## src/rtl/timer_defs.sv

```systemverilog
// rtl/timer_defs.sv - shared encodings for the countdown interrupt timer
//
// Holds the FSM state encoding, bus word offsets, CTRL field positions
// and MODE values used by timer_irq.

package timer_defs;

  typedef enum logic [1:0] {
    ST_IDLE = 2'd0,
    ST_LOAD = 2'd1,
    ST_CNT  = 2'd2,
    ST_INT  = 2'd3
  } state_e;

  localparam logic [1:0] ADDR_CTRL   = 2'd0;
  localparam logic [1:0] ADDR_PRESET = 2'd1;
  localparam logic [1:0] ADDR_COUNT  = 2'd2;

  localparam int CTRL_EN       = 0;
  localparam int CTRL_MODE_LSB = 1;
  localparam int CTRL_MODE_MSB = 2;
  localparam int CTRL_IM       = 3;

  localparam logic [1:0] MODE_ONE_SHOT    = 2'b00;
  localparam logic [1:0] MODE_AUTO_RELOAD = 2'b01;

  // Only the exact auto-reload code reloads; 10 and 11 fall back to one-shot.
  function automatic logic is_auto_reload(input logic [1:0] mode);
    return mode == MODE_AUTO_RELOAD;
  endfunction

endpackage

```

## src/rtl/timer_irq.sv

```systemverilog
// rtl/timer_irq.sv - memory-mapped countdown timer driving one CP0 interrupt line
//
// Ports:
//   clk    system clock, all state changes on the rising edge
//   reset  asynchronous active-low reset
//   addr   word offset: 0=CTRL, 1=PRESET, 2=COUNT, 3=reserved
//   we     write strobe for the current cycle
//   wdata  write data
//   rdata  combinational read of the register selected by addr
//   irq    interrupt request, pending AND CTRL.IM, from registers only

module timer_irq
  import timer_defs::*;
#(
  parameter int unsigned COUNT_W = 32
) (
  input  logic               clk,
  input  logic               reset,
  input  logic [1:0]         addr,
  input  logic               we,
  input  logic [31:0]        wdata,
  output logic [31:0]        rdata,
  output logic               irq
);

  logic [3:0]         ctrl_q;
  logic [COUNT_W-1:0] preset_q;
  logic [COUNT_W-1:0] count_q;
  logic [COUNT_W-1:0] count_d;
  logic               pending_q;
  state_e             state_q;
  state_e             state_d;

  logic               wr_ctrl;
  logic               wr_preset;
  logic               en_clr;
  logic               pend_set;
  logic               ctrl_en;
  logic               auto_mode;

  assign wr_ctrl   = we && (addr == ADDR_CTRL);
  assign wr_preset = we && (addr == ADDR_PRESET);
  assign ctrl_en   = ctrl_q[CTRL_EN];
  assign auto_mode = is_auto_reload(ctrl_q[CTRL_MODE_MSB:CTRL_MODE_LSB]);

  // All FSM decisions look at the registered (pre-write) CTRL/PRESET values.
  always_comb begin
    state_d  = state_q;
    count_d  = count_q;
    en_clr   = 1'b0;
    pend_set = 1'b0;
    case (state_q)
      ST_IDLE: begin
        if (ctrl_en) state_d = ST_LOAD;
      end
      ST_LOAD: begin
        count_d = preset_q;
        state_d = ST_CNT;
      end
      ST_CNT: begin
        if (!ctrl_en) begin
          state_d = ST_IDLE;
        end else if (count_q <= COUNT_W'(1)) begin
          // PRESET of 0 or 1 both expire on the first CNT cycle.
          count_d = '0;
          state_d = ST_INT;
        end else begin
          count_d = count_q - COUNT_W'(1);
        end
      end
      ST_INT: begin
        pend_set = 1'b1;
        if (auto_mode) begin
          state_d = ST_LOAD;
        end else begin
          en_clr  = 1'b1;
          state_d = ST_IDLE;
        end
      end
      default: state_d = ST_IDLE;
    endcase
  end

  always_ff @(posedge clk or negedge reset) begin
    if (!reset) begin
      state_q <= ST_IDLE;
      count_q <= '0;
    end else begin
      state_q <= state_d;
      count_q <= count_d;
    end
  end

  // A CPU write to CTRL wins over the one-shot EN clear, so a rewrite in
  // the INT cycle keeps the new EN and restarts counting.
  always_ff @(posedge clk or negedge reset) begin
    if (!reset) begin
      ctrl_q <= '0;
    end else if (wr_ctrl) begin
      ctrl_q <= wdata[3:0];
    end else if (en_clr) begin
      ctrl_q[CTRL_EN] <= 1'b0;
    end
  end

  always_ff @(posedge clk or negedge reset) begin
    if (!reset) begin
      preset_q <= '0;
    end else if (wr_preset) begin
      preset_q <= wdata[COUNT_W-1:0];
    end
  end

  // The acknowledge (CTRL/PRESET write) beats a coincident expiry: the CPU
  // is reprogramming the timer, so that expiry is intentionally dropped.
  // In auto-reload mode a set pending lasts exactly one cycle.
  always_ff @(posedge clk or negedge reset) begin
    if (!reset) begin
      pending_q <= 1'b0;
    end else if (wr_ctrl || wr_preset) begin
      pending_q <= 1'b0;
    end else if (pend_set) begin
      pending_q <= 1'b1;
    end else if (auto_mode) begin
      pending_q <= 1'b0;
    end
  end

  assign irq = pending_q & ctrl_q[CTRL_IM];

  always_comb begin
    rdata = '0;
    case (addr)
      ADDR_CTRL:   rdata = {28'd0, ctrl_q};
      ADDR_PRESET: rdata = 32'(preset_q);
      ADDR_COUNT:  rdata = 32'(count_q);
      default:     rdata = '0;
    endcase
  end

endmodule
```

## config.mk

```make
export PLATFORM = sky130hd
export DESIGN_NAME = timer_irq
export DESIGN_NICKNAME = d
export VERILOG_FILES = /design/src/rtl/timer_defs.sv /design/src/rtl/timer_irq.sv
export SDC_FILE = /design/constraint.sdc
export NUM_CORES = 1
export LEC_CHECK = 0
export ABC_CLOCK_PERIOD_IN_PS = 4300
export BUFFER_PORTS_ARGS = -buffer_cell sky130_fd_sc_hd__buf_2
export CORE_MARGIN = 2
export CORE_UTILIZATION = 42
export DETAILED_ROUTE_END_ITERATION = 7
export PLACE_DENSITY_LB_ADDON = 0.12
export SETUP_SLACK_MARGIN = 0.05
export SLEW_MARGIN = 25
export SYNTH_ARGS = -nofsm -noshare
export SYNTH_HDL_FRONTEND = slang
export SYNTH_SLANG_ARGS = --single-unit
```

## constraint.sdc

```tcl
create_clock -name clk -period 4.3 [get_ports clk]
set_input_delay 0.43 -clock clk [delete_from_list [all_inputs] [get_ports clk]]
set_output_delay 0.43 -clock clk [all_outputs]
set_load 0.1 [all_outputs]
```

# Word level (Yosys, flattened, before mapping)

Index checks and enable logic that the tools add are counted.

$add $sub $neg: 1
Order comparisons: 1
Eq/ne operators: 9
Muxes and demuxes: 17
Bitwise operators: 1
Reductions and logical operators: 10

Operators by type and width:

| cell                    | number |
|---|---|
| $pmux W32 S3            | 1 |
| $mux W32                | 2 |
| $pmux W32 S2            | 1 |
| $le A32 B1 Y1 const B   | 1 |
| $sub A32 B1 Y32 const B | 1 |
| $mux W1                 | 9 |
| $pmux W2 S4             | 1 |
| $eq A2 B1 Y1 const B    | 3 |
| $eq A2 B2 Y1 const B    | 3 |
| $mux W2                 | 3 |
| $logic_not A2 Y1        | 2 |
| $ne A2 B2 Y1 const B    | 2 |
| $reduce_and A2 Y1       | 2 |
| $reduce_bool A2 Y1      | 2 |
| $ne A3 B3 Y1 const B    | 1 |
| $reduce_bool A3 Y1      | 1 |
| $logic_and A1 B1 Y1     | 2 |
| $and A1 B1 Y1           | 1 |
| $logic_or A1 B1 Y1      | 1 |

Bits in registers: 71
Input port bits: 37

# Depth between registers and ports, before layout

Gate-level depths: netlist of run 1.

Depth after elaboration: 5
Gate-level depth with buffers: 8
Mapped depth without buffers: 7

# Worst setup path before layout of run 1

Ideal clock, no wire load.

Path kind: input-to-output
Start point: input port addr[1]
End point: output port rdata[2]
Arrival time: 2.916 ns
Data required time: 3.870 ns
Setup slack: 0.954 ns
Stages: 3
Cell sequence: clkbuf_1 > mux2i_1 > o21ai_0

Cells in the longest elaborated chain, start to end: 2
Elaborated cells on any way between the ends: 4

Ends and longest elaborated chain:

| element                                    | RTL line         | RTL |
|---|---|---|
| from (decl)                                | timer_irq.sv:19  | `input logic [1:0] addr,` |
| $eq A2 B2 Y1, or another cell as far along | timer_irq.sv:133 | `case (addr)` |
| $pmux W32 S3 (*)                           | timer_irq.sv:133 |  |
| to (decl)                                  | timer_irq.sv:22  | `output logic [31:0] rdata,` |

Every way passes the cells marked *; elsewhere a longest branch is shown, timed or not.

# Worst setup path after layout of run 1

Start point: register count_q[6]
End point: register count_q[21]

Cells in the longest elaborated chain, start to end: 4
Elaborated cells on any way between the ends: 5

Ends and longest elaborated chain:

| element                                                 | RTL line                         | RTL |
|---|---|---|
| from (decl)                                             | timer_irq.sv:28                  | `logic [COUNT_W-1:0] count_q;` |
| from (signal assigned)                                  | timer_irq.sv:90                  | `count_q <= count_d;` |
| $sub A32 B1 Y32 / $le A32 B1 Y1 (equally long branches) | timer_irq.sv:68, timer_irq.sv:63 |  |
| $mux W32 (*)                                            | timer_irq.sv:63                  | `end else if (count_q <= COUNT_W'(1)) begin` |
| $mux W32 (*)                                            | timer_irq.sv:61                  | `if (!ctrl_en) begin` |
| $pmux W32 S2 (*)                                        | timer_irq.sv:52                  | `case (state_q)` |

Every way passes the cells marked *; elsewhere a longest branch is shown, timed or not. The select of a mux whose other input is x is not followed.
A chain may end at the register's enable or synchronous reset.

==> qor.log, run 1 <==
[status] outcome finished clean
[layout] count of fill cells added during filler insertion 915
[yosys] main area contributors after synthesis dfrtp_1, mux2_2, a22o_1
[worst_setup_path] maximum fanout along the worst path 14
[drt] Pre-antenna DRT Iters 5
[global_routing] sum of overflow across all layers after global routing 0
[floorplanning] horizontal die dimension 102 um
[drt] Avg Vias per Cell 6.00
[yosys] list of most frequent post-synthesis cells dfrtp_1, mux2_2, a22o_1
[worst_setup_path] required time at the endpoint of the critical path 4.54 ns
[timing] final critical-path required period 2.91 ns
[floorplanning] total I/O pin count 70
[timing] final hold violation count 0
[cts] number of gates resized after cts 0
[drt] sum of routed wire segments on met1 4990 um
[yosys] synthesized cell area 0.00403 mm^2
[power_and_ir_drop] worst voltage drop across the vdd grid 0.271 mV
[global_routing] GRT Util Overall 22.3%
[timing] final count of negative-setup-slack endpoints 0
[worst_setup_path] Crit path max-delay family compound AO/OA/AOI/OAI gates
[worst_setup_path] sort of element at the end of the critical path flip-flop
[yosys] area share of the largest cell type after synthesis 44.1%
[timing] final setup skew 0.0108 ns
[worst_setup_path] Critical-path top delay cell o41ai_4
[worst_setup_path] category of the critical setup timing path flip-flop to flip-flop
[drt] routed wl met3 620 um
[worst_setup_path] arrival time of the worst setup path 3.15 ns
[layout] layout cell share with drive strength beyond 1 29.0%
[timing] slew at the pin closest to its max-slew limit 0.817 ns
[cts] cell at the root of the clock tree clkbuf_8
[floorplanning] Starting Density 43.4%
[power_and_ir_drop] total leakage power 2.04 nW
[placement] number of I/O port buffers 69
[timing] final setup slack of the worst path 1.39 ns
[yosys] flop and latch count out of synthesis 71
[cts] TritonCTS clock tree done
[floorplanning] Core Rows 35
[layout] area used by multi-input combinational logic 0.00209 mm^2
[drt] wire length reported by the detailed router 11000 um
[yosys] number of enable-type register cells in the synthesized netlist 0
[drt] first-iteration detailed-routing DRC count 248
[layout] synth-to-layout area growth 16.8%
[timing] worst-case headroom to the max-slew limit 45.3%
[cts] number of clock sinks 71
[timing] part of the cycle the worst path needs 67.7%
[cts] Max clock buf depth 2
[floorplanning] Die Y-Extent 102 um
[worst_setup_path] max incr delay on CP 0.66 ns
[drt] length of routed met2 wiring 5120 um
[worst_setup_path] chain of cells forming the critical path nor3_1 > nand3_1 > o41ai_4 > buf_4 > o21ai_1 > a22o_1
[cts] clock transition at the registers of the reported paths 0.08 ns
[yosys] net count after synthesis 446
[power_and_ir_drop] P per Cell Area 712 mW/mm^2
[yosys] distinct cell type count of the synthesized netlist 53
[cts] number of buffers inserted to repair setup after CTS 0
[yosys] dominant cell type by area after synthesis dfrtp_1
[placement] HPWL after detailed placement 7570 um
[timing] Fmax achieved 344 MHz
[yosys] most common cell in the netlist dfrtp_1
[timing] Worst Hold Margin 0.0745 ns
[yosys] mean post-synth cell area 9.90 um^2
[placement] Placer Congestion 0.875
[cts] worst skew pair latency 0.35 ns
[timing] final setup TNS 0 ns
[global_routing] number of global-route vias before repair 3594
[cts] Hold-fix buffers, CTS 0
[cts] H-tree level count 3
[yosys] Synth async-reset ratio 100%
[drt] top sig layer met4
[floorplanning] core region area 0.00928 mm^2
[global_routing] number of antenna violations at the first check in global routing 0
[layout] net total in the final layout 503
[drt] number of vias after detailed routing 3587
[hold_path] worst min path class input pin to async pin
[drt] DR WL/cell 18.4 um
[worst_setup_path] Critical path buffers and inverters 1
[yosys] Yosys warnings 0
[global_routing] pin count of the biggest net entering global routing 46
[layout] antenna fix cells 0
[job] max-capacitance violation count 0
[yosys] most used flip-flop cell after synthesis dfrtp_1
[cts] Num CTS Buffers 9
[worst_setup_path] Worst Setup Start Kind flip-flop
[global_routing] global-route wire length before repair 18000 um
[yosys] register area share after synthesis 44.1%
[placement] Post-Place Setup Slack 1.43 ns
[layout] sequential cell area in the final layout 0.00178 mm^2
[power_and_ir_drop] post-route total power 0.00335 W
[drt] Antenna Nets Post-Route 0
[timing] count of pins over their slew limit 0
[drt] remaining routing DRC violations 0
[floorplanning] Die Area 0.0104 mm^2
[yosys] Synth Instances 407
[timing] unrepaired setup endpoints after global routing false
-- metal layers --
layer  GRT usage [%]  vias to the layer above
met3            4.51                       27
met2            36.1                      128
met4            9.03                        0
met1            29.4                     1752
li1                -                     1680
met5               0                        -
-- report_power, final --
group / total, W / leakage [nW] / switching (W) / internal [W]
clock: 0.000595 / 0.104 / 0.000265 / 0.000331
sequential: 0.00121 / 0.856 / 0.000316 / 0.000894
combinational: 0.00155 / 1.08 / 0.00106 / 0.000489
total: 0.00335 / 2.04 / 0.00164 / 0.00171
-- per-stage QoR --
step	instance area [um^2]	util, %	instances
after floorplan	4030	-	407
after global placement	4480	48.3	582
after detailed placement	4490	48.3	582
after CTS	4710	50.7	598
after global routing	4710	50.7	598
final	4710	50.7	598
-- cell type report --
cell class	instances	share of cell area, %
Multi-Input combinational cell	292	44.4
Sequential cell	71	37.7
Timing Repair Buffer	78	8.83
Tap cell	129	3.43
Clock buffer	10	2.71
Clock inverter	6	1.97
Inverter	12	0.957
-- flip-flops by register name, summed over array words and instances (netlist names) --
| signal | flops |
|---|---|
| count_q | 32 |
| ctrl_q | 4 |
| pending_q | 1 |
| preset_q | 32 |
| state_q | 2 |
-- layout by cell type, fill, tap and decap left out, types with 5 or more instances in the layout --
cell / Yosys / final
a22o_1: 33 / 33
nand3_1: 11 / 11
o2bb2ai_1: 7 / 7
nor2_1: 15 / 15
dfrtp_1: 71 / 71
a21oi_1: 16 / 16
or4_1: 5 / 5
o21ai_0: 20 / 20
nand4_1: 8 / 8
buf_2: 4 / 68
inv_1: 12 / 12
nand2_1: 26 / 26
mux2_2: 35 / 35
a31oi_1: 5 / 5
nor3_1: 14 / 14
o22ai_1: 10 / 10
a22oi_1: 9 / 9
clkbuf_8: 0 / 9
buf_4: 0 / 10
mux2i_1: 5 / 5
nor4_1: 6 / 6
o211ai_1: 7 / 7
o21ai_1: 6 / 6
a32oi_1: 5 / 5
-- cell families after synthesis --
logic type | share of synthesized area, %
AO/OA/AOI/OAI | 24.7
AND/OR/NAND/NOR | 15.1
flip-flops | 44.1
buffers and inverters | 4.41
multiplexers | 11.0
adder cells (fa/ha/maj) | 0.621
-- final timing paths --
check                           start           end  slack [ns]  cells past startpoint
hold / removal                  reset  preset_q[19]        0.07                      1
hold reg to reg            count_q[8]    count_q[8]        0.53                      1
min in group clk             wdata[0]     ctrl_q[0]        0.29                      3
setup / recovery           count_q[6]   count_q[21]        1.39                      6
max in group asynchronous       reset    count_q[3]        3.43                      2
setup reg to reg           count_q[6]   count_q[21]        1.39                      6
(Power assumes the default switching activity.)
==> run 2, diff against run 1 <==
ABC_AREA = 1   (was default)
ABC_CLOCK_PERIOD_IN_PS = 3000   (was 4300)
clock period = 3 ns   (was 4.3 ns; I/O delays follow)
==> run 2 against run 1 <==
- sequential power rose by 36%
- total power increased by 48%
- utilization decreased by 0.80 points
- routed wire length is 7.0% higher
==> qor.log, run 2 <==
[status] outcome finished clean [unchanged]
[worst_setup_path] R2R Path Start count_q[0] [was count_q[6]]
[layout] antenna fix cells 0 [unchanged]
[drt] Antenna Nets Post-Route 0 [unchanged]
[drt] first-iteration detailed-routing DRC count 132 [was 248]
[worst_setup_path] worst setup slack for register-to-register paths 0.73 ns [was 1.39 ns]
[layout] Final Instance Count excl. Fillers 814 [was 598]
[global_routing] busiest grt layer met2 [unchanged]
[cts] number of gates resized after cts 0 [unchanged]
[global_routing] pin count of the biggest net entering global routing 72 [was 46]
[drt] remaining routing DRC violations 0 [unchanged]
[cts] Num CTS Buffers 9 [unchanged]
[floorplanning] core region area 0.0102 mm^2 [was 0.00928 mm^2]
[yosys] mean post-synth cell area 7.16 um^2 [was 9.90 um^2]
[layout] net total in the final layout 712 [was 503]
[timing] final setup skew 0.00917 ns [was 0.0108 ns]
[worst_setup_path] arrival time of the worst setup path 2.56 ns [was 3.15 ns]
[timing] slew at the pin closest to its max-slew limit 0.587 ns [was 0.817 ns]
[cts] clock transition at the registers of the reported paths 0.08 ns [about the same]
[yosys] Synth async-reset ratio 100% [unchanged]
[timing] worst-case headroom to the max-slew limit 60.8% [was 45.3%]
[yosys] main area contributors after synthesis dfrtp_1, nand2_1, nor2_1 [was dfrtp_1, mux2_2, a22o_1]
[worst_setup_path] Worst Setup Start Kind flip-flop [unchanged]
[timing] final count of negative-setup-slack endpoints 0 [unchanged]
[yosys] register area share after synthesis 41.0% [was 44.1%]
[floorplanning] Die Area 0.0111 mm^2 [was 0.0104 mm^2]
[yosys] net count after synthesis 644 [was 446]
[worst_setup_path] Crit path max-delay family simple AND/OR/NAND/NOR gates [was compound AO/OA/AOI/OAI gates]
[cts] H-tree level count 3 [unchanged]
[timing] final hold violation count 0 [unchanged]
[drt] number of vias after detailed routing 4108 [was 3587]
[worst_setup_path] Critical path origin count_q[0] [was count_q[6]]
[placement] Placer Congestion 0.905 [was 0.875]
[worst_setup_path] chain of cells forming the critical path inv_1 > ha_1 > nand2_4 > nor2_4 > nor2_2 > nor2_2 > nor2_2 > buf_4 > nand3_1 > nand2_1 > nand2_1 > nand2_1 [was nor3_1 > nand3_1 > o41ai_4 > buf_4 > o21ai_1 > a22o_1]
[worst_setup_path] cell depth of the worst flop-to-flop path 12 [was 6]
[global_routing] global-route track usage on met2 37.0% [was 36.1%]
[layout] cell area after layout 0.00508 mm^2 [was 0.00471 mm^2]
[cts] TritonCTS clock tree done [unchanged]
[power_and_ir_drop] worst voltage drop across the vdd grid 0.466 mV [was 0.271 mV]
[floorplanning] Starting Density 42.5% [was 43.4%]
[yosys] most common cell in the netlist nand2_1 [was dfrtp_1]
[drt] Avg Vias per Cell 5.05 [was 6.00]
[timing] unrepaired setup endpoints after global routing false [unchanged]
[worst_setup_path] required time at the endpoint of the critical path 3.29 ns [was 4.54 ns]
[floorplanning] Die Y-Extent 106 um [was 102 um]
[worst_setup_path] capture point of the worst reg-to-reg path count_q[22] [was count_q[21]]
[power_and_ir_drop] P per Cell Area 975 mW/mm^2 [was 712 mW/mm^2]
[cts] number of clock sinks 71 [unchanged]
[placement] instance area at placement 0.00483 mm^2 [was 0.00449 mm^2]
[placement] number of placed instances, taps included 797 [was 582]
[global_routing] global-route wire length before repair 19600 um [was 18000 um]
[cts] worst skew pair latency 0.35 ns [about the same]
[worst_setup_path] max incr delay on CP 0.45 ns [was 0.66 ns]
[placement] HPWL after detailed placement 8710 um [was 7570 um]
[hold_path] worst min path class input pin to flip-flop [was input pin to async pin]
[global_routing] GRT met3 Usage 4.45% [was 4.51%]
[yosys] Yosys warnings 0 [unchanged]
[job] max-capacitance violation count 0 [unchanged]
[drt] wire length reported by the detailed router 11800 um [was 11000 um]
[cts] Hold-fix buffers, CTS 1 [was 0]
[layout] commonest non-fill, non-tap cell in the layout nand2_1 [was dfrtp_1]
[global_routing] GRT Util Overall 22.1% [was 22.3%]
[timing] count of pins over their slew limit 0 [unchanged]
[power_and_ir_drop] total leakage power 2.53 nW [was 2.04 nW]
[layout] synth-to-layout area growth 17.4% [was 16.8%]
[worst_setup_path] Critical-path top delay cell nor2_2 [was o41ai_4]
[global_routing] number of antenna violations at the first check in global routing 0 [unchanged]
[timing] Fmax achieved 441 MHz [was 344 MHz]
[yosys] most used flip-flop cell after synthesis dfrtp_1 [unchanged]
[timing] final setup TNS 0 ns [unchanged]
[floorplanning] Core Rows 37 [was 35]
[yosys] Synth Instances 605 [was 407]
[drt] DR WL/cell 14.5 um [was 18.4 um]
[layout] Largest regs count_q (32), preset_q (32), ctrl_q (4) [unchanged]
[layout] layout cell share with drive strength beyond 1 19.3% [was 29.0%]
[global_routing] sum of overflow across all layers after global routing 0 [unchanged]
[worst_setup_path] end point of the critical path count_q[22] [was count_q[21]]
[cts] Max clock buf depth 2 [unchanged]
[worst_setup_path] category of the critical setup timing path flip-flop to flip-flop [unchanged]
[worst_setup_path] cell count along the critical path 12 [was 6]
[power_and_ir_drop] post-route total power 0.00496 W [was 0.00335 W]
[layout] commonest non-fill, non-tap cells in the layout nand2_1, nor2_1, dfrtp_1 [was dfrtp_1, buf_2, mux2_2]
[worst_setup_path] sort of element at the end of the critical path flip-flop [unchanged]
[placement] number of I/O port buffers 69 [unchanged]
[cts] cell at the root of the clock tree clkbuf_8 [unchanged]
[floorplanning] total I/O pin count 70 [unchanged]
[floorplanning] horizontal die dimension 106 um [was 102 um]
[yosys] flop and latch count out of synthesis 71 [unchanged]
[yosys] area share of the largest cell type after synthesis 41.0% [was 44.1%]
[cts] number of buffers inserted to repair setup after CTS 0 [unchanged]
[global_routing] GRT met1 Usage 28.5% [was 29.4%]
[yosys] synthesized cell area 0.00433 mm^2 [was 0.00403 mm^2]
[drt] Pre-antenna DRT Iters 5 [unchanged]
[yosys] number of enable-type register cells in the synthesized netlist 0 [unchanged]
[yosys] dominant cell type by area after synthesis dfrtp_1 [unchanged]
[worst_setup_path] maximum fanout along the worst path 13 [was 14]
[worst_setup_path] Critical path buffers and inverters 2 [was 1]
[timing] final critical-path required period 2.27 ns [was 2.91 ns]
[global_routing] number of global-route vias before repair 4085 [was 3594]
[yosys] distinct cell type count of the synthesized netlist 31 [was 53]
[yosys] list of most frequent post-synthesis cells nand2_1, nor2_1, dfrtp_1 [was dfrtp_1, mux2_2, a22o_1]
[timing] part of the cycle the worst path needs 75.6% [was 67.7%]
run 2: power breakdown:
part / leakage, nW / total, W / switching, W / internal [W]
registers: 0.831 / 0.00164 / 0.000366 / 0.00127
logic: 1.57 / 0.00238 / 0.00173 / 0.000652
clock network: 0.123 / 0.000944 / 0.000389 / 0.000555
total: 2.53 / 0.00496 / 0.00248 / 0.00248
run 2: worst reg2reg max path, stage by stage (launching register included):
cell and delay (ns):
dfrtp_1 0.40, inv_1 0.13, ha_1 0.31, nand2_4 0.13, nor2_4 0.07, nor2_2 0.12
nor2_2 0.05, nor2_2 0.45, buf_4 0.29, nand3_1 0.09, nand2_1 0.06, nand2_1 0.05
nand2_1 0.06
run 2: through the flow:
stage	setup WS [ns]	util, %	hold WS, ns
6_report	0.733	49.9	0.172
5_1_grt	0.488	49.9	0.159
4_1_cts	0.702	49.9	0.161
3_5_place_dp	0.736	47.4	0.365
3_3_place_gp	0.805	47.4	0.366
2_1_floorplan	-0.172	-	0.00441
run 2: final cells by class:
cell class | instances | area [um^2]
well taps | 136 | 170
repair buffers | 79 | 448
flip-flops and latches | 71 | 1780
fillers | 1057 | 5100
multi-input cells | 447 | 2200
inverters | 65 | 244
clock buffers | 9 | 124
clock inverters | 7 | 121
run 2: logic make-up after synthesis:
logic type	Yosys count	synth area share (%)
adder cells (fa/ha/maj)	2	0.578
AND/OR/NAND/NOR	313	30.0
multiplexers	14	3.64
buffers and inverters	87	8.18
XOR/XNOR	21	4.25
AO/OA/AOI/OAI	97	12.3
flip-flops	71	41.0
run 2: worst min-delay path by stage:
stage / start / endpoint / cells after the start
final: wdata[4] / preset_q[4] / 2
after global routing: wdata[10] / preset_q[10] / 2
after CTS: wdata[10] / preset_q[10] / 2
after detailed placement: reset / preset_q[29] / 2
after global placement: reset / preset_q[29] / 2
after floorplan: reset / count_q[0] / 0
run 2: metal layers:
metal,vias up,part of all wire (%)
li1,2054,-
met1,1939,45
met2,95,48
met3,20,4.8
met4,0,1.9
met5,-,0
